$ cat config.mk
export PLATFORM = sky130hd
export DESIGN_NAME = ram_4k_arbiter
export DESIGN_NICKNAME = d
export VERILOG_FILES = /design/src/rtl/ram_4k_arbiter.sv
export SDC_FILE = /design/constraint.sdc
export NUM_CORES = 1
export LEC_CHECK = 0
export ABC_AREA = 0
export BUFFER_PORTS_ARGS = -buffer_cell sky130_fd_sc_hd__buf_2
export CAP_MARGIN = 40
export CORE_AREA = 2 2 157 159
export CTS_BUF_LIST = sky130_fd_sc_hd__clkbuf_16
export CTS_CLUSTER_DIAMETER = 200
export DETAILED_ROUTE_END_ITERATION = 16
export DIE_AREA = 0 0 159 161
export SYNTH_ARGS = -nofsm -noshare
export SYNTH_HDL_FRONTEND = slang
export SYNTH_SLANG_ARGS = --single-unit
$ cat constraint.sdc
create_clock -name clk -period 24.2 [get_ports clk]
set_input_delay 4.84 -clock clk [delete_from_list [all_inputs] [get_ports clk]]
set_output_delay 4.84 -clock clk [all_outputs]
set_load 0.05 [all_outputs]
$ cat src/rtl/ram_4k_arbiter.sv
// Dual-port round-robin arbiter in front of a 4K-word RAM: two writers and two
// readers, read responses routed back in issue order through a tag FIFO.
module ram_4k_arbiter #(
  parameter int DATA_W    = 64,
  parameter int ADDR_W    = 12,
  parameter int TAG_DEPTH = 4
) (
  input  logic                  clk,
  input  logic                  rst,
  input  logic [1:0]            wr_req,
  input  logic [2*ADDR_W-1:0]   wr_addr,
  input  logic [2*DATA_W-1:0]   wr_data,
  output logic [1:0]            wr_gnt,
  input  logic [1:0]            rd_req,
  input  logic [2*ADDR_W-1:0]   rd_addr,
  output logic [1:0]            rd_gnt,
  output logic [1:0]            rd_rsp_valid,
  output logic [DATA_W-1:0]     rd_rsp_data,
  output logic                  ram_write,
  output logic [ADDR_W-1:0]     ram_wr_address,
  output logic [DATA_W-1:0]     ram_data_in,
  output logic                  ram_read,
  output logic [ADDR_W-1:0]     ram_rd_address,
  input  logic [DATA_W-1:0]     ram_data_out,
  input  logic                  ram_data_valid,
  output logic                  rsp_err
);
  localparam int PW = $clog2(TAG_DEPTH);
  localparam logic [PW:0] FULL = (PW+1)'(TAG_DEPTH);

  function automatic logic [1:0] rr(input logic [1:0] req, input logic ptr);
    if (req == 2'b11) return ptr ? 2'b10 : 2'b01;
    return req;
  endfunction

  logic              wptr_q, wptr_d, rptr_q, rptr_d;
  logic              ram_write_q, ram_read_q, rsp_err_q;
  logic [ADDR_W-1:0] wa_q, ra_q, wsel_addr, rsel_addr;
  logic [DATA_W-1:0] wd_q, rsp_data_q;
  logic [1:0]        rsp_vld_q, rd_cand;
  logic              tag_q [TAG_DEPTH];
  logic [PW-1:0]     wp_q, rp_q;
  logic [PW:0]       cnt_q;
  logic              hazard, full, push, pop;

  always_comb begin
    wr_gnt    = rst ? 2'b00 : rr(wr_req, wptr_q);
    wsel_addr = wr_gnt[1] ? wr_addr[2*ADDR_W-1:ADDR_W] : wr_addr[ADDR_W-1:0];
    rd_cand   = rr(rd_req, rptr_q);
    rsel_addr = rd_cand[1] ? rd_addr[2*ADDR_W-1:ADDR_W] : rd_addr[ADDR_W-1:0];
    // a read racing a write to the same word waits one cycle so it sees the new data
    hazard    = (|wr_gnt) && (|rd_cand) && (rsel_addr == wsel_addr);
    full      = (cnt_q == FULL);
    pop       = ram_data_valid && (cnt_q != '0);
    rd_gnt    = (rst || hazard || (full && !ram_data_valid)) ? 2'b00 : rd_cand;
    push      = |rd_gnt;
    wptr_d    = wptr_q;
    if (wr_gnt[0]) wptr_d = 1'b1;
    if (wr_gnt[1]) wptr_d = 1'b0;
    rptr_d    = rptr_q;
    if (rd_gnt[0]) rptr_d = 1'b1;
    if (rd_gnt[1]) rptr_d = 1'b0;
  end

  always_ff @(posedge clk or posedge rst) begin
    if (rst) begin
      wptr_q      <= 1'b0;
      rptr_q      <= 1'b0;
      ram_write_q <= 1'b0;
      ram_read_q  <= 1'b0;
      wa_q        <= '0;
      wd_q        <= '0;
      ra_q        <= '0;
      rsp_vld_q   <= 2'b00;
      rsp_data_q  <= '0;
      rsp_err_q   <= 1'b0;
      wp_q        <= '0;
      rp_q        <= '0;
      cnt_q       <= '0;
      for (int i = 0; i < TAG_DEPTH; i++) tag_q[i] <= 1'b0;
    end else begin
      wptr_q      <= wptr_d;
      rptr_q      <= rptr_d;
      ram_write_q <= |wr_gnt;
      ram_read_q  <= push;
      if (|wr_gnt) begin
        wa_q <= wsel_addr;
        wd_q <= wr_gnt[1] ? wr_data[2*DATA_W-1:DATA_W] : wr_data[DATA_W-1:0];
      end
      if (push) begin
        ra_q        <= rsel_addr;
        tag_q[wp_q] <= rd_gnt[1];
        wp_q        <= wp_q + PW'(1);
      end
      rsp_vld_q <= pop ? {tag_q[rp_q], ~tag_q[rp_q]} : 2'b00;
      if (pop) begin
        rsp_data_q <= ram_data_out;
        rp_q       <= rp_q + PW'(1);
      end
      if (ram_data_valid && cnt_q == '0) rsp_err_q <= 1'b1;
      case ({push, pop})
        2'b10:   cnt_q <= cnt_q + (PW+1)'(1);
        2'b01:   cnt_q <= cnt_q - (PW+1)'(1);
        default: cnt_q <= cnt_q;
      endcase
    end
  end

  assign ram_write      = ram_write_q;
  assign ram_wr_address = wa_q;
  assign ram_data_in    = wd_q;
  assign ram_read       = ram_read_q;
  assign ram_rd_address = ra_q;
  assign rd_rsp_valid   = rsp_vld_q;
  assign rd_rsp_data    = rsp_data_q;
  assign rsp_err        = rsp_err_q;
endmodule

==> run_results.csv <==
group,metric,value,unit
global_routing,grt_pass1_wl,39.1,mm
critical_path,worst-endpoint-arrival,7.08,ns
critical_path,critPathBufInv,3,
floorplanning,io_pins,408,
floorplanning,initial_utilization,0.319,
worst_hold_path,hold_depth,1,
critical_path,slowest_stage,"nor4_1",
routing,dr_total_vias,7051,
routing,first_pass_iters,4,
worst_hold_path,holdPathEnd,"rsp_err",
timing,slew_headroom,0.389,
worst_hold_path,min_from,"rsp_err",
logic_synthesis,ys_seq_elements,170,
timing,grt_setup_unrepaired,"no",
global_routing,antenna_found_initial,8,
critical_path,crit_top_cell,"buf_2",
pwr,clkPwrFrac,0.253,
timing,clock_skew,0.0131,ns
critical_path,crit_required,19.36,ns
layout,stdcell_count,1531,
cts,cts_resized,0,
critical_path,r2r_setup_slack,20.72,ns
worst_hold_path,hold_path_class,"reg2reg",
global_routing,grt_usage,0.195,
critical_path,critPathKind,"in2out",
floorplanning,die_w,159,um
timing,hold_viol,0,
layout,nets,1444,
critical_path,cpLargestDelayFamily,"simple AND/OR/NAND/NOR gates",
placement,hpwl,19.6,mm
pwr,switching_power,519,uW
logic_synthesis,yosys_warnings,0,
critical_path,slowest_delay,0.40,ns
logic_synthesis,synth_edf_count,0,
logic_synthesis,synthFlopType,"dfrtp_1",
cts,clock-root-buffer,"clkbuf_16",
critical_path,cp_max_fo,16,
placement,io_buffer_count,407,
cts,cts_buffers,17,
logic_synthesis,yosysSeqAreaShare,0.556,
floorplanning,rows,57,
placement,dp.cells,1496,
logic_synthesis,syn-instance-count,800,
timing,setup_tns,0,ns
timing,finalCriticalPeriod,11.92,ns
status,outcome,"complete, no violations",
routing,ant_nets,0,
pwr,p_comb_frac,0.402,
critical_path,reg2reg_depth,14,
logic_synthesis,synth.avg_cell_area,9.57,um^2
logic_synthesis,syn_nets,1053,
pwr,swShare,0.457,
critical_path,crit_chain,"buf_2 -> and2b_4 -> nand2_4 -> inv_2 -> mux2i_1 -> xor2_1 -> nor4_1 -> and4b_1 -> nor3_1 -> buf_2",
timing,worst_pin_slew,0.917,ns
critical_path,cp-start-kind,"primary input",
critical_path,timing.rr.end,"cnt_q[2]",
cts,post-cts-setup-buffer-count,0,
floorplanning,design.core.area,24000,um^2
routing,drtIter0Drc,413,
pwr,ir_drop,0.0505,mV
logic_synthesis,syn_area,7650,um^2
layout,drive_gt1_frac,0.385,
logic_synthesis,synthArstFlopShare,1.00,
layout,fillers,2418,
pwr,power_leakage,0.00605,uW
timing,post-route-period-util,0.493,
flow_run,drv_cap,0,
cts,clk_pin_slew,0.08,ns
global_routing,grt_max_degree,90,
cts,clk_latency,0.42,ns
pwr,p_seq_frac,0.344,
floorplanning,dieHeight,161,um
floorplanning,die_area,25600,um^2
cts,clkSinkCount,170,
logic_synthesis,synth.distinct_cells,43,
critical_path,rr_startpoint,"wptr_q",
placement,globalplace.congestion,0.846,
pwr,p_int,617,uW
cts,clock_path_buffers,2,
cts,cts_tree,"done",
routing,via_per_inst,4.61,
cts,holdBufCountCts,0,
timing,setup_viol,0,
timing,drv_slew,0,
routing,wl,25.3,mm
routing,drc,0,
layout,area_growth_syn_to_layout,39.3,%
global_routing,first_global_vias,7057,
global_routing,gr-total-overflow,0,
routing,wl_per_cell,16.5,um
timing,fmax,83.9,MHz
pwr,p_per_area,107,nW/um^2
cts,cts-htree-levels,4,
critical_path,cp-end-kind,"output pin",
## kinds of logic after synthesis
| group | count (synthesis) | share of synthesized area |
|---|---|---|
| DFF | 170 | 0.556 |
| and+or+nand+nor | 335 | 0.179 |
| buffers and inverters | 61 | 0.0350 |
| muxes | 74 | 0.0986 |
| adders and majority gates | 6 | 0.0108 |
| xor gates and xnor gates | 9 | 0.0103 |
| AOI/OAI and AO/OA | 145 | 0.111 |
## cell type report
class                           instances  area [um^2]  area share
Clock buffer                           17          425      0.0399
Sequential cell                       170         4250       0.399
Antenna cell                            3         7.51    0.000704
Tap cell                              324          405      0.0380
Multi-Input combinational cell        569         3150       0.296
Timing Repair Buffer                  417         2150       0.202
Clock inverter                         15          198      0.0185
Inverter                               16         65.1     0.00610
## layout by cell type, fill, tap and decap left out, drive strengths merged, types with 5 or more instances in the layout
| master | n |
|---|---|
| buf | 417 |
| nand2 | 279 |
| dfrtp | 170 |
| o21ai | 95 |
| mux2i | 72 |
| inv | 24 |
| nor2 | 17 |
| clkbuf | 17 |
| nand3 | 10 |
| and3 | 9 |
| o211ai | 9 |
| a211o | 9 |
| a21boi | 9 |
| a21o | 8 |
| a21oi | 7 |
| clkinv | 6 |
| xnor2 | 5 |
| ha | 5 |
## layer usage
| layer | global-route usage | part of all wire | vias up |
|---|---|---|---|
| li1 | - | - | 3468 |
| met1 | 0.238 | 0.41 | 3260 |
| met2 | 0.335 | 0.49 | 290 |
| met3 | 0.0660 | 0.083 | 27 |
| met4 | 0.0446 | 0.013 | 6 |
| met5 | 0 | 0.0017 | - |
## power by group through the flow
stage	Clock (uW)	Combinational [uW]	Sequential, uW
after detailed placement	0	461	397
after global routing	310	489	401
after global placement	0	455	394
after CTS	296	462	392
after floorplan	0	127	603
final	288	457	391
## cell usage after synthesis (3+ instances only)
cell	count	share of area
nand2_1	278	0.14
dfrtp_1	170	0.56
o21ai_0	79	0.052
mux2i_1	72	0.094
clkbuf_1	28	0.014
nor2_1	17	0.0083
o21ai_1	16	0.010
inv_1	14	0.0069
nand3_1	10	0.0065
a211o_1	9	0.010
and3_1	9	0.0074
o211ai_1	9	0.0088
a21boi_1	8	0.0078
a21o_1	8	0.0078
a21oi_1	7	0.0046
buf_1	6	0.0029
buf_4	5	0.0049
ha_1	5	0.0082
xnor2_1	5	0.0057
buf_2	4	0.0026
nand4_1	4	0.0033
o31ai_1	4	0.0039
xor2_1	4	0.0046
a31oi_1	3	0.0025
nor3_1	3	0.0020
## worst max path at each step
stage	startpoint	end	cells after the start	slack, ns
2_1_floorplan	rst	rd_gnt[1]	3	8.93
5_1_grt	rst	rd_gnt[1]	10	12.08
3_3_place_gp	rst	rd_gnt[0]	10	12.35
6_report	rst	rd_gnt[1]	10	12.28
3_5_place_dp	rst	rd_gnt[0]	10	12.31
4_1_cts	rst	rd_gnt[0]	10	12.28
## flip-flops by register name (all words and copies together) (netlist names), 2 cells and up
register        flops
cnt_q               3
ram_data_in        64
ram_rd_address     12
ram_wr_address     12
rd_rsp_data        64
rd_rsp_valid        2
rp_q                2
tag_q               4
wp_q                2
## per-stage QoR
stage | instance area (um^2) | utilization | power (uW) | setup WS [ns] | hold slack, ns
final | 10700 | 0.445 | 1140 | 12.28 | 0.459
after floorplan | 7650 | - | 729 | 8.93 | 0.451
after global routing | 10700 | 0.445 | 1200 | 12.08 | 0.480
after global placement | 9970 | 0.416 | 850 | 12.35 | 0.439
after detailed placement | 10000 | 0.418 | 858 | 12.31 | 0.448
after CTS | 10700 | 0.444 | 1150 | 12.28 | 0.467
Power figures use the tool's default switching activity.
